<file path="config.mk">
export PLATFORM = sky130hd
export DESIGN_NAME = obi_rr_arbiter
export DESIGN_NICKNAME = d
export VERILOG_FILES = /design/src/rtl/obi_rr_arbiter.sv
export SDC_FILE = /design/constraint.sdc
export NUM_CORES = 1
export LEC_CHECK = 0
export BUFFER_PORTS_ARGS = -buffer_cell sky130_fd_sc_hd__buf_2
export CAP_MARGIN = 20
export CORE_AREA = 2 2 167 169
export DETAILED_ROUTE_END_ITERATION = 7
export DIE_AREA = 0 0 169 171
export SLEW_MARGIN = 20
export SYNTH_ARGS = -nofsm -noshare
export SYNTH_HDL_FRONTEND = slang
export SYNTH_SLANG_ARGS = --single-unit
</file>
<file path="constraint.sdc">
create_clock -name clk_i -period 4.6 [get_ports clk_i]
set_input_delay 0 -clock clk_i [delete_from_list [all_inputs] [get_ports clk_i]]
set_output_delay 0 -clock clk_i [all_outputs]
set_load 0.02 [all_outputs]
</file>
<file path="src/rtl/obi_rr_arbiter.sv">
// Shares one OBI slave port between NUM_REQ masters with a winner lock and an in-order ID FIFO for response steering.
// Define OBI_ARB_RR_EN for round-robin arbitration; leave it undefined for fixed priority (lowest index wins).
module obi_rr_arbiter #(
  parameter int NUM_REQ    = 4,
  parameter int ADDR_W     = 32,
  parameter int DATA_W     = 32,
  parameter int FIFO_DEPTH = 4
) (
  input  logic                               clk_i,
  input  logic                               rst_ni,
  input  logic [NUM_REQ-1:0]                 req_i,
  input  logic [NUM_REQ-1:0]                 we_i,
  input  logic [NUM_REQ*(DATA_W/8)-1:0]      be_i,
  input  logic [NUM_REQ*ADDR_W-1:0]          addr_i,
  input  logic [NUM_REQ*DATA_W-1:0]          wdata_i,
  output logic [NUM_REQ-1:0]                 gnt_o,
  output logic [NUM_REQ-1:0]                 rvalid_o,
  output logic [DATA_W-1:0]                  rdata_o,
  output logic                               mem_req_o,
  output logic                               mem_we_o,
  output logic [DATA_W/8-1:0]                mem_be_o,
  output logic [ADDR_W-1:0]                  mem_addr_o,
  output logic [DATA_W-1:0]                  mem_wdata_o,
  input  logic                               mem_gnt_i,
  input  logic                               mem_rvalid_i,
  input  logic [DATA_W-1:0]                  mem_rdata_i,
  output logic [$clog2(FIFO_DEPTH+1)-1:0]    outstanding_o,
  output logic                               err_o
);

  localparam int BE_W  = DATA_W / 8;
  localparam int IDX_W = $clog2(NUM_REQ);
  localparam int PTR_W = $clog2(FIFO_DEPTH);
  localparam int CNT_W = $clog2(FIFO_DEPTH + 1);

  localparam logic [CNT_W-1:0] FULL_CNT = CNT_W'(FIFO_DEPTH);
  localparam logic [CNT_W-1:0] CNT_ONE  = CNT_W'(1);
  localparam logic [PTR_W-1:0] PTR_ONE  = PTR_W'(1);
  localparam logic [IDX_W:0]   NREQ_EXT = (IDX_W + 1)'(NUM_REQ);

  typedef enum logic {
    LOCK_IDLE = 1'b0,
    LOCK_HELD = 1'b1
  } lock_state_e;

  lock_state_e       r_lock_state;
  lock_state_e       w_lock_state_nxt;
  logic [IDX_W-1:0]  r_lock_idx;
  logic [IDX_W-1:0]  w_lock_idx_nxt;

  logic [IDX_W-1:0]  w_prio;
  logic [IDX_W:0]    w_scan_sum;
  logic [IDX_W-1:0]  w_scan_cand;
  logic              w_scan_found;
  logic [IDX_W-1:0]  w_scan_idx;

  logic              w_lock_hold;
  logic              w_win_valid;
  logic [IDX_W-1:0]  w_win_idx;
  logic              w_mem_req;
  logic              w_handshake;
  logic              w_pop;
  logic              w_full;
  logic              w_empty;

  logic [IDX_W-1:0]  r_fifo [FIFO_DEPTH];
  logic [PTR_W-1:0]  r_wptr;
  logic [PTR_W-1:0]  r_rptr;
  logic [CNT_W-1:0]  r_count;
  logic              r_err;
  logic [IDX_W-1:0]  w_head;

`ifdef OBI_ARB_RR_EN
  localparam logic [IDX_W-1:0] LAST_IDX = IDX_W'(NUM_REQ - 1);
  localparam logic [IDX_W-1:0] IDX_ONE  = IDX_W'(1);

  logic [IDX_W-1:0]  r_prio;
  logic [IDX_W-1:0]  w_prio_nxt;

  // Priority pointer moves just past the master that was granted.
  always_comb begin
    w_prio_nxt = r_prio;
    if (w_handshake) begin
      w_prio_nxt = (w_win_idx == LAST_IDX) ? {IDX_W{1'b0}} : (w_win_idx + IDX_ONE);
    end else begin
      w_prio_nxt = r_prio;
    end
  end

  // Priority pointer register.
  always_ff @(posedge clk_i or negedge rst_ni) begin
    if (!rst_ni) begin
      r_prio <= {IDX_W{1'b0}};
    end else begin
      r_prio <= w_prio_nxt;
    end
  end

  assign w_prio = r_prio;
`else
  assign w_prio = {IDX_W{1'b0}};
`endif

  // Scan downwards so the last hit is the one closest to w_prio (modulo NUM_REQ).
  always_comb begin
    w_scan_sum   = {(IDX_W + 1){1'b0}};
    w_scan_cand  = {IDX_W{1'b0}};
    w_scan_found = 1'b0;
    w_scan_idx   = {IDX_W{1'b0}};
    for (int i = NUM_REQ - 1; i >= 0; i--) begin
      w_scan_sum   = {1'b0, w_prio} + (IDX_W + 1)'(i);
      w_scan_sum   = (w_scan_sum >= NREQ_EXT) ? (w_scan_sum - NREQ_EXT) : w_scan_sum;
      w_scan_cand  = w_scan_sum[IDX_W-1:0];
      w_scan_idx   = req_i[w_scan_cand] ? w_scan_cand : w_scan_idx;
      w_scan_found = w_scan_found | req_i[w_scan_cand];
    end
  end

  assign w_full      = (r_count == FULL_CNT);
  assign w_empty     = (r_count == {CNT_W{1'b0}});
  assign w_lock_hold = (r_lock_state == LOCK_HELD) && req_i[r_lock_idx];
  assign w_win_valid = w_lock_hold | w_scan_found;
  assign w_win_idx   = w_lock_hold ? r_lock_idx : w_scan_idx;
  assign w_mem_req   = rst_ni & w_win_valid & ~w_full;
  assign w_handshake = w_mem_req & mem_gnt_i;
  assign w_pop       = rst_ni & mem_rvalid_i & ~w_empty;
  assign w_head      = r_fifo[r_rptr];

  // Lock next-state: hold an ungranted winner until the slave grants it or it withdraws.
  always_comb begin
    w_lock_state_nxt = LOCK_IDLE;
    w_lock_idx_nxt   = r_lock_idx;
    case (r_lock_state)
      LOCK_IDLE: begin
        if (w_mem_req && !mem_gnt_i) begin
          w_lock_state_nxt = LOCK_HELD;
          w_lock_idx_nxt   = w_win_idx;
        end else begin
          w_lock_state_nxt = LOCK_IDLE;
        end
      end
      LOCK_HELD: begin
        if (w_lock_hold && !w_handshake) begin
          w_lock_state_nxt = LOCK_HELD;
        end else begin
          w_lock_state_nxt = LOCK_IDLE;
        end
      end
      default: begin
        w_lock_state_nxt = LOCK_IDLE;
      end
    endcase
  end

  // Lock state register.
  always_ff @(posedge clk_i or negedge rst_ni) begin
    if (!rst_ni) begin
      r_lock_state <= LOCK_IDLE;
      r_lock_idx   <= {IDX_W{1'b0}};
    end else begin
      r_lock_state <= w_lock_state_nxt;
      r_lock_idx   <= w_lock_idx_nxt;
    end
  end

  // ID FIFO: push the granted index, pop on each response; spurious responses latch the error flag.
  always_ff @(posedge clk_i or negedge rst_ni) begin
    if (!rst_ni) begin
      for (int i = 0; i < FIFO_DEPTH; i++) begin
        r_fifo[i] <= {IDX_W{1'b0}};
      end
      r_wptr  <= {PTR_W{1'b0}};
      r_rptr  <= {PTR_W{1'b0}};
      r_count <= {CNT_W{1'b0}};
      r_err   <= 1'b0;
    end else begin
      if (w_handshake) begin
        r_fifo[r_wptr] <= w_win_idx;
        r_wptr         <= r_wptr + PTR_ONE;
      end
      if (w_pop) begin
        r_rptr <= r_rptr + PTR_ONE;
      end
      case ({w_handshake, w_pop})
        2'b10:   r_count <= r_count + CNT_ONE;
        2'b01:   r_count <= r_count - CNT_ONE;
        default: r_count <= r_count;
      endcase
      if (mem_rvalid_i && w_empty) begin
        r_err <= 1'b1;
      end
    end
  end

  // Combinational forwarding of the winner's address phase and routing of the response.
  always_comb begin
    mem_req_o   = w_mem_req;
    mem_we_o    = 1'b0;
    mem_be_o    = {BE_W{1'b0}};
    mem_addr_o  = {ADDR_W{1'b0}};
    mem_wdata_o = {DATA_W{1'b0}};
    gnt_o       = {NUM_REQ{1'b0}};
    rvalid_o    = {NUM_REQ{1'b0}};
    rdata_o     = {DATA_W{1'b0}};
    if (rst_ni && w_win_valid) begin
      mem_we_o    = we_i[w_win_idx];
      mem_be_o    = be_i[int'(w_win_idx) * BE_W +: BE_W];
      mem_addr_o  = addr_i[int'(w_win_idx) * ADDR_W +: ADDR_W];
      mem_wdata_o = wdata_i[int'(w_win_idx) * DATA_W +: DATA_W];
    end else begin
      mem_we_o    = 1'b0;
    end
    for (int i = 0; i < NUM_REQ; i++) begin
      gnt_o[i]    = w_handshake && (w_win_idx == IDX_W'(i));
      rvalid_o[i] = w_pop && (w_head == IDX_W'(i));
    end
    rdata_o = w_pop ? mem_rdata_i : {DATA_W{1'b0}};
  end

  assign outstanding_o = r_count;
  assign err_o         = r_err;

endmodule

</file>
==> results of run 1 <==
## cells by family after synthesis
group	after synthesis
AO/OA/AOI/OAI	494
XOR/XNOR	6
adder cells (fa/ha/maj)	6
buffers and inverters	185
flip-flops	19
multiplexers	20
AND/OR/NAND/NOR	343
## metal layers
metal  part of all wire  wire length [um]
met5             0.0012                41
met4              0.031              1055
met3              0.086              2937
met2               0.47             15940
met1               0.42             14210
## power by group through the flow
stage	registers (mW)	clock network [mW]	logic, mW
finish	0.338	0.183	2.76
global route	0.354	0.198	2.96
CTS	0.333	0.188	2.73
detailed placement	0.333	0	2.73
global placement	0.333	0	2.72
floorplan	0.320	0	1.91
## state kept, by name (all words and copies together) (netlist names)
| register | flops |
|---|---|
| r_rptr | 2 |
| r_lock_idx | 2 |
| r_lock_state | 1 |
| outstanding_o | 3 |
| err_o | 1 |
| r_wptr | 2 |
| r_fifo | 8 |
## worst max-delay path, delay by kind of cell, from the launching register on
| family | cells | cell delay (ns) |
|---|---|---|
| buffers and inverters | 2 | 0.93 |
| DFF | 1 | 0.60 |
| AOI/OAI and AO/OA | 2 | 0.36 |
| muxes | 1 | 0.74 |
| and+or+nand+nor | 1 | 0.16 |
## per-stage QoR
step	cell area [um^2]	instances	setup slack, ns	utilization	hold WS (ns)
finish	9453	1704	1.390	0.3460	0.002104
global route	9448	1702	1.281	0.3458	0.02841
CTS	9434	1700	1.476	0.3453	0.002490
detailed placement	9341	1695	1.684	0.3419	-0.008797
global placement	9341	1695	1.669	0.3419	-0.01060
floorplan	7241	1073	2.234	-	-0.2956
## synth_stat cells (all sizes together) (12+ instances only)
| cell | number | share of area |
|---|---|---|
| buf | 32 | 0.029 |
| clkbuf | 141 | 0.074 |
| dfrtp | 19 | 0.066 |
| mux2 | 14 | 0.022 |
| and2 | 33 | 0.029 |
| o21ai | 140 | 0.097 |
| o211ai | 138 | 0.14 |
| a22o | 69 | 0.083 |
| nor2b | 139 | 0.12 |
| inv | 12 | 0.0062 |
| nand3 | 138 | 0.095 |
| o221ai | 138 | 0.17 |
## layout make-up
cell class              instances  area share
clock inverters                 1   0.0007942
inverters                      12    0.004765
diodes                          4    0.001059
repair buffers                450      0.2499
well taps                     346     0.04580
multi-input cells             869      0.6394
flip-flops and latches         19     0.05030
clock buffers                   3    0.007942
## worst max path at each step
stage               slack (ns)  cells after the start                to             start
floorplan                 2.23                     10  outstanding_o[2]  outstanding_o[0]
global placement          1.67                      7     mem_addr_o[5]          req_i[1]
detailed placement        1.68                      7     mem_addr_o[5]          req_i[1]
CTS                       1.48                      6     mem_addr_o[5]     r_lock_idx[1]
global route              1.28                      6     mem_addr_o[5]     r_lock_idx[1]
finish                    1.39                      6    mem_addr_o[24]     r_lock_idx[1]
==> metrics.cfg, run 1 <==
[outcome]
status=completed

[sta]
finalHoldViolCount=0
setup_tns_ns=0
rsz0062_at_grt=false
finalCritPeriodShare=0.6978
setup_viol=0
drv_slew=0
fmax_ghz=0.3115
post-route-min-period_ns=3.210
final.setup_skew_ns=0.002965
worst_pin_slew_ns=0.9710
relSlewSlack=0.3526

[logic_synthesis]
ys_ff_latch=19
yosys.area_share.simple=0.2666
synth-compound-area-share=0.5051
post_synth_num_cell_types=42
yosys.area_share.xor_xnor=0.007258
synth_warnings=0
syn_avg_cell_area_um2=6.748
synth_top_family_by_area=compound AO/OA/AOI/OAI gates
syn-num-nets=1395
synthFlopType=dfrtp_1
yosys.area_share.adder=0.01140
netlist_instances=1073
synth_edf_count=0
synthArstFlopShare=1.000
synthMuxAreaShare=0.03404
synth.cell_area_um2=7241
ys_seq_area_frac=0.06566

[clocking]
insertion_delay_ns=0.25
cts.sinks=19
cts_tree=built
clock_path_buffers=2
htreeDepth=1
postCtsSetupRepairBufs=0
root_buffer=clkbuf_16
postCtsResizedCells=0
ctsHoldBuffers=1
path_clk_slew_ns=0.06
cts_made_buffers=3

[worst_hold_path]
holdPathStages=3
hold_class=input port to flip-flop
min_from=mem_rvalid_i
min_to=err_o

[final_layout]
final_common_cell=buf_2
nets=1677
fill_cells=3010
layout-drive-gt1-share=0.3538
syn_to_final_growth_pct=30.55
multi_input_area_um2=6045
layout_common_cells=427 x buf_2, 140 x o21ai_0
seqCellArea_um2=475.5

[power_and_ir_drop]
swShare=0.6053
p_int_mw=1.295
power.switching_mw=1.986
power_mw=3.281
vdd_drop_max_uv=223.6
combPwrFrac=0.841
pwr-share-clk=0.056
p_leak_nw=3.706
p_seq_frac=0.103
powerDensity_nw_per_um2=347.1

[route]
firstDrtPassIters=5
antenna_left=0
drt_iter0_drc=1139
via_count=10410
routed_wl_um=34190
drc=0
drt-wirelength-per-cell_um=20.06
via_per_inst=6.106

[grt]
grt-ovfl-total=0
grt_busiest_layer=met2
first_global_vias=9618
met1_usage=0.2932
grt.met3_usage=0.03077
grtUsageMet2=0.3516
track_usage=0.2161
grt_pass1_wl_um=52200
grt_max_degree=141
antenna_found_initial=6

[setup_path]
worstSetupEndpointType=output port
cp.arrival_ns=3.21
crit_required_ns=4.60
crit_chain=mux2_4, buf_4, nand3_1, o211ai_1, a22o_1, buf_2
slowest_delay_ns=0.76
reg2reg_setup_slack_ns=1.98
worstSetupPathType=flip-flop to output port
startpoint_type=flip-flop
regToRegStartpoint=outstanding_o[2]
r2r_end=outstanding_o[2]
cp_max_fo=75
r2r_cells=8
critPathSlowestCell=buf_4

[floorplan]
core_um2=27320
start_util=0.2650
dieArea_um2=28900
rows=61
die_w_um=169
pin_count=430
die_h_um=171

[run]
cap_violations=0

[placed_design]
hpwl_um=22310
portBuffers=429
place.gp.congestion=0.8435

Note: power is estimated with default switching activity, not from simulation.
==> run 2: changes to the inputs <==
clock period = 3.34 ns   (was 4.6 ns; I/O delays follow)
==> metrics.cfg, run 2 (synthesis results as in run 1) <==
[outcome]
status=completed

[sta]
worst_pin_slew_ns=0.9750
relSlewSlack=0.3500
finalHoldViolCount=0
post-route-min-period_ns=2.910
final.setup_skew_ns=0.005260
rsz0062_at_grt=false
drv_slew=0
setup_viol=0
finalCritPeriodShare=0.8712
setup_tns_ns=0
fmax_ghz=0.3437

[setup_path]
worstSetupEndpointType=output port
slowest_delay_ns=0.72
startpoint_type=flip-flop
critPathSlowestCell=mux2_2
cp_max_fo=39
crit_chain=mux2_4, a22oi_4, mux2_2, buf_12, a22o_1, buf_2
worstSetupPathType=flip-flop to output port
cp.arrival_ns=2.91
crit_required_ns=3.34

[clocking]
postCtsResizedCells=0
postCtsSetupRepairBufs=0
root_buffer=clkbuf_16
insertion_delay_ns=0.25
path_clk_slew_ns=0.06
cts.sinks=19
ctsHoldBuffers=2
htreeDepth=1
cts_tree=built
cts_made_buffers=3
clock_path_buffers=2

[power_and_ir_drop]
p_seq_frac=0.099
power.switching_mw=2.743
p_leak_nw=3.765
pwr-share-clk=0.054
p_int_mw=1.847
powerDensity_nw_per_um2=479.5
power_mw=4.590
vdd_drop_max_uv=328.7
combPwrFrac=0.847
swShare=0.5977

[route]
via_count=10420
firstDrtPassIters=5
drt_iter0_drc=1213
antenna_left=0
routed_wl_um=34080
via_per_inst=6.091
drc=0
drt-wirelength-per-cell_um=19.93

[floorplan]
die_w_um=169
dieArea_um2=28900
core_um2=27320
rows=61
die_h_um=171
pin_count=430
start_util=0.2650

[placed_design]
place.gp.congestion=0.8242
dp.cells=1701
portBuffers=429
hpwl_um=22300

[grt]
track_usage=0.2102
grt_max_degree=139
antenna_found_initial=3
first_global_vias=9279
grt-ovfl-total=0
grt_pass1_wl_um=50960

[final_layout]
fin_cells=1710
fill_cells=2939
layout-drive-gt1-share=0.3564
syn_to_final_growth_pct=32.19
nets=1684
regMostFlops=r_fifo
layout_common_cells=427 x buf_2, 140 x o21ai_0
multi_input_area_um2=6036
largest_reg_flops=8
final_common_cell=buf_2
seqCellArea_um2=475.5

[run]
cap_violations=0

[worst_hold_path]
hold_class=input port to async pin

-- run 2: metal layers --
layer,part of all wire,track usage,vias up
met4,0.029,0.06689,0
met2,0.48,0.3537,640
li1,-,-,4791
met5,0,0,-
met1,0.41,0.2821,4902
met3,0.079,0.02221,82
-- run 2: area by class of cell --
type                    instances  area share
repair buffers                457      0.2604
well taps                     346     0.04523
inverters                      12    0.004706
multi-input cells             869      0.6306
clock inverters                 1   0.0007843
flip-flops and latches         19     0.04967
diodes                          3   0.0007843
clock buffers                   3    0.007843
-- run 2: final timing paths --
| check | start | endpoint | slack (ns) | depth (start not counted) |
|---|---|---|---|---|
| max in group asynchronous | rst_ni | r_lock_idx[1] | 2.73 | 3 |
| setup / recovery | r_lock_idx[1] | mem_wdata_o[24] | 0.43 | 6 |
| hold / removal | rst_ni | r_fifo[0] | 0.16 | 2 |
| hold reg to reg | err_o | err_o | 0.48 | 1 |
| min in group clk_i | mem_gnt_i | r_lock_idx[0] | 0.18 | 3 |
| setup reg to reg | outstanding_o[2] | outstanding_o[2] | 0.72 | 8 |
-- run 2: critical path: cells and delay by family, from the launching register on --
kind,cells,cell delay (ns)
DFF,1,0.58
AOI/OAI and AO/OA,2,0.48
muxes,2,1.09
buffers and inverters,2,0.48
-- run 2: through the flow --
stage / cell area, um^2 / util / hold WS, ns / worst slack [ns]
2_1_floorplan: 7241 / - / -0.2956 / 0.9744
3_3_place_gp: 9462 / 0.3463 / -0.1104 / 0.8009
3_5_place_dp: 9462 / 0.3463 / -0.1034 / 0.6898
4_1_cts: 9564 / 0.3500 / 0.1719 / 0.4340
5_1_grt: 9569 / 0.3502 / 0.1952 / 0.3087
6_report: 9572 / 0.3503 / 0.1551 / 0.4303
-- run 2: power groups by stage --
stage / logic (mW) / registers (mW) / clock network, mW
after floorplan: 2.63 / 0.441 / 0
after global placement: 3.83 / 0.452 / 0
after detailed placement: 3.85 / 0.459 / 0
after CTS: 3.85 / 0.457 / 0.254
after global routing: 4.16 / 0.474 / 0.266
final: 3.89 / 0.454 / 0.248
==> run 3: changes to the inputs <==
CELL_PAD_IN_SITES_DETAIL_PLACEMENT = 0   (was unset)
CELL_PAD_IN_SITES_GLOBAL_PLACEMENT = 1   (was unset)
CORE_AREA = 2 2 168 170   (was 2 2 167 169)
DIE_AREA = 0 0 170 172   (was 0 0 169 171)
PLACE_DENSITY_LB_ADDON = 0.1   (was unset)
==> metrics.cfg, run 3 (synthesis results as in run 1) <==
[outcome]
status=completed

[grt]
grt_pass1_wl_um=57070
first_global_vias=9480
grt-ovfl-total=0
track_usage=0.2429
grt_max_degree=139
antenna_found_initial=20

[sta]
fmax_ghz=0.3587
worst_pin_slew_ns=0.9405
setup_viol=0
rsz0062_at_grt=false
setup_slack_ns=0.5521
finalHoldViolCount=0
post-route-min-period_ns=2.788
relSlewSlack=0.3730
finalCritPeriodShare=0.8347
drv_slew=0
setup_tns_ns=0
final.setup_skew_ns=0.004751
whs_ns=0.1460

[placed_design]
placedInstanceArea_um2=9472
place.gp.congestion=0.8210
dp.cells=1699
hpwl_um=25050
pre_cts_slack_ns=0.6883
portBuffers=429

[clocking]
ctsHoldBuffers=2
insertion_delay_ns=0.25
cts_made_buffers=3
path_clk_slew_ns=0.06
htreeDepth=1
postCtsResizedCells=0
cts.sinks=19
root_buffer=clkbuf_16
cts_tree=built
postCtsSetupRepairBufs=0
clock_path_buffers=2

[floorplan]
core_um2=27480
pin_count=430
rows=61
start_util=0.2635
die_h_um=172
die_w_um=170
dieArea_um2=29240

[setup_path]
critical-path-top-delay-family=buffers and inverters
slowest_delay_ns=0.63
startpoint_type=flip-flop
critPathSlowestCell=buf_4
regToRegStartpoint=outstanding_o[0]
worstSetupStartpoint=r_lock_idx[1]
crit_chain=mux2_4, a22oi_4, mux2_2, buf_4, a22o_1, buf_2
cp_max_fo=69
r2r_end=outstanding_o[2]
worstSetupPathType=flip-flop to output port
crit_required_ns=3.34
cp.arrival_ns=2.79
worstSetupEndpointType=output port
crit_buf_inv=2
reg2reg_setup_slack_ns=0.74
r2r_cells=8

[power_and_ir_drop]
powerDensity_nw_per_um2=486.1
p_seq_frac=0.098
p_int_mw=1.857
pwr-share-clk=0.054
combPwrFrac=0.848
swShare=0.6026
power_mw=4.674
vdd_drop_max_uv=561.2
p_leak_nw=3.774
power.switching_mw=2.817

[route]
drt-wirelength-per-cell_um=22.58
via_per_inst=5.942
antenna_left=0
firstDrtPassIters=6
via_count=10230
drc=0
routed_wl_um=38890
drt_iter0_drc=980

[final_layout]
layout-drive-gt1-share=0.3554
final_cell_area_um2=9614
regMostFlops=r_fifo
largest_reg_flops=8
layout_common_cells=427 x buf_2, 140 x o21ai_0
final_common_cell=buf_2
nets=1682
fill_cells=3052
syn_to_final_growth_pct=32.78
fin_cells=1722
finish.utilization=0.3499

[run]
cap_violations=0

[worst_hold_path]
hold_class=input port to async pin

run 3: layout make-up:
type	count	area (um^2)	area share
Antenna cell	17	42.54	0.004425
Clock buffer	3	75.07	0.007808
Timing Repair Buffer	455	2502	0.2603
Tap cell	346	432.9	0.04503
Multi-Input combinational cell	869	6036	0.6278
Clock inverter	1	5.005	0.0005206
Sequential cell	19	475.5	0.04945
Inverter	12	45.04	0.004685
run 3: worst max-delay path by stage:
stage | endpoint | cells after the start | slack [ns]
5_1_grt | mem_addr_o[12] | 6 | 0.42
3_3_place_gp | outstanding_o[2] | 8 | 0.76
4_1_cts | mem_wdata_o[17] | 6 | 0.58
3_5_place_dp | outstanding_o[2] | 8 | 0.69
2_1_floorplan | outstanding_o[2] | 10 | 0.97
6_report | mem_wdata_o[8] | 6 | 0.55
run 3: power groups by stage:
| stage | sequential [mW] | combinational (mW) | clock (mW) |
|---|---|---|---|
| 2_1_floorplan | 0.441 | 2.63 | 0 |
| 3_3_place_gp | 0.455 | 3.97 | 0 |
| 3_5_place_dp | 0.465 | 3.95 | 0 |
| 4_1_cts | 0.461 | 3.96 | 0.259 |
| 5_1_grt | 0.479 | 4.26 | 0.268 |
| 6_report | 0.458 | 3.96 | 0.252 |
run 3: layer usage:
metal / GRT usage / wire, um
met3: 0.03845 / 2794
met2: 0.4110 / 19120
met4: 0.07804 / 933
met5: 0 / 38
met1: 0.3165 / 16000
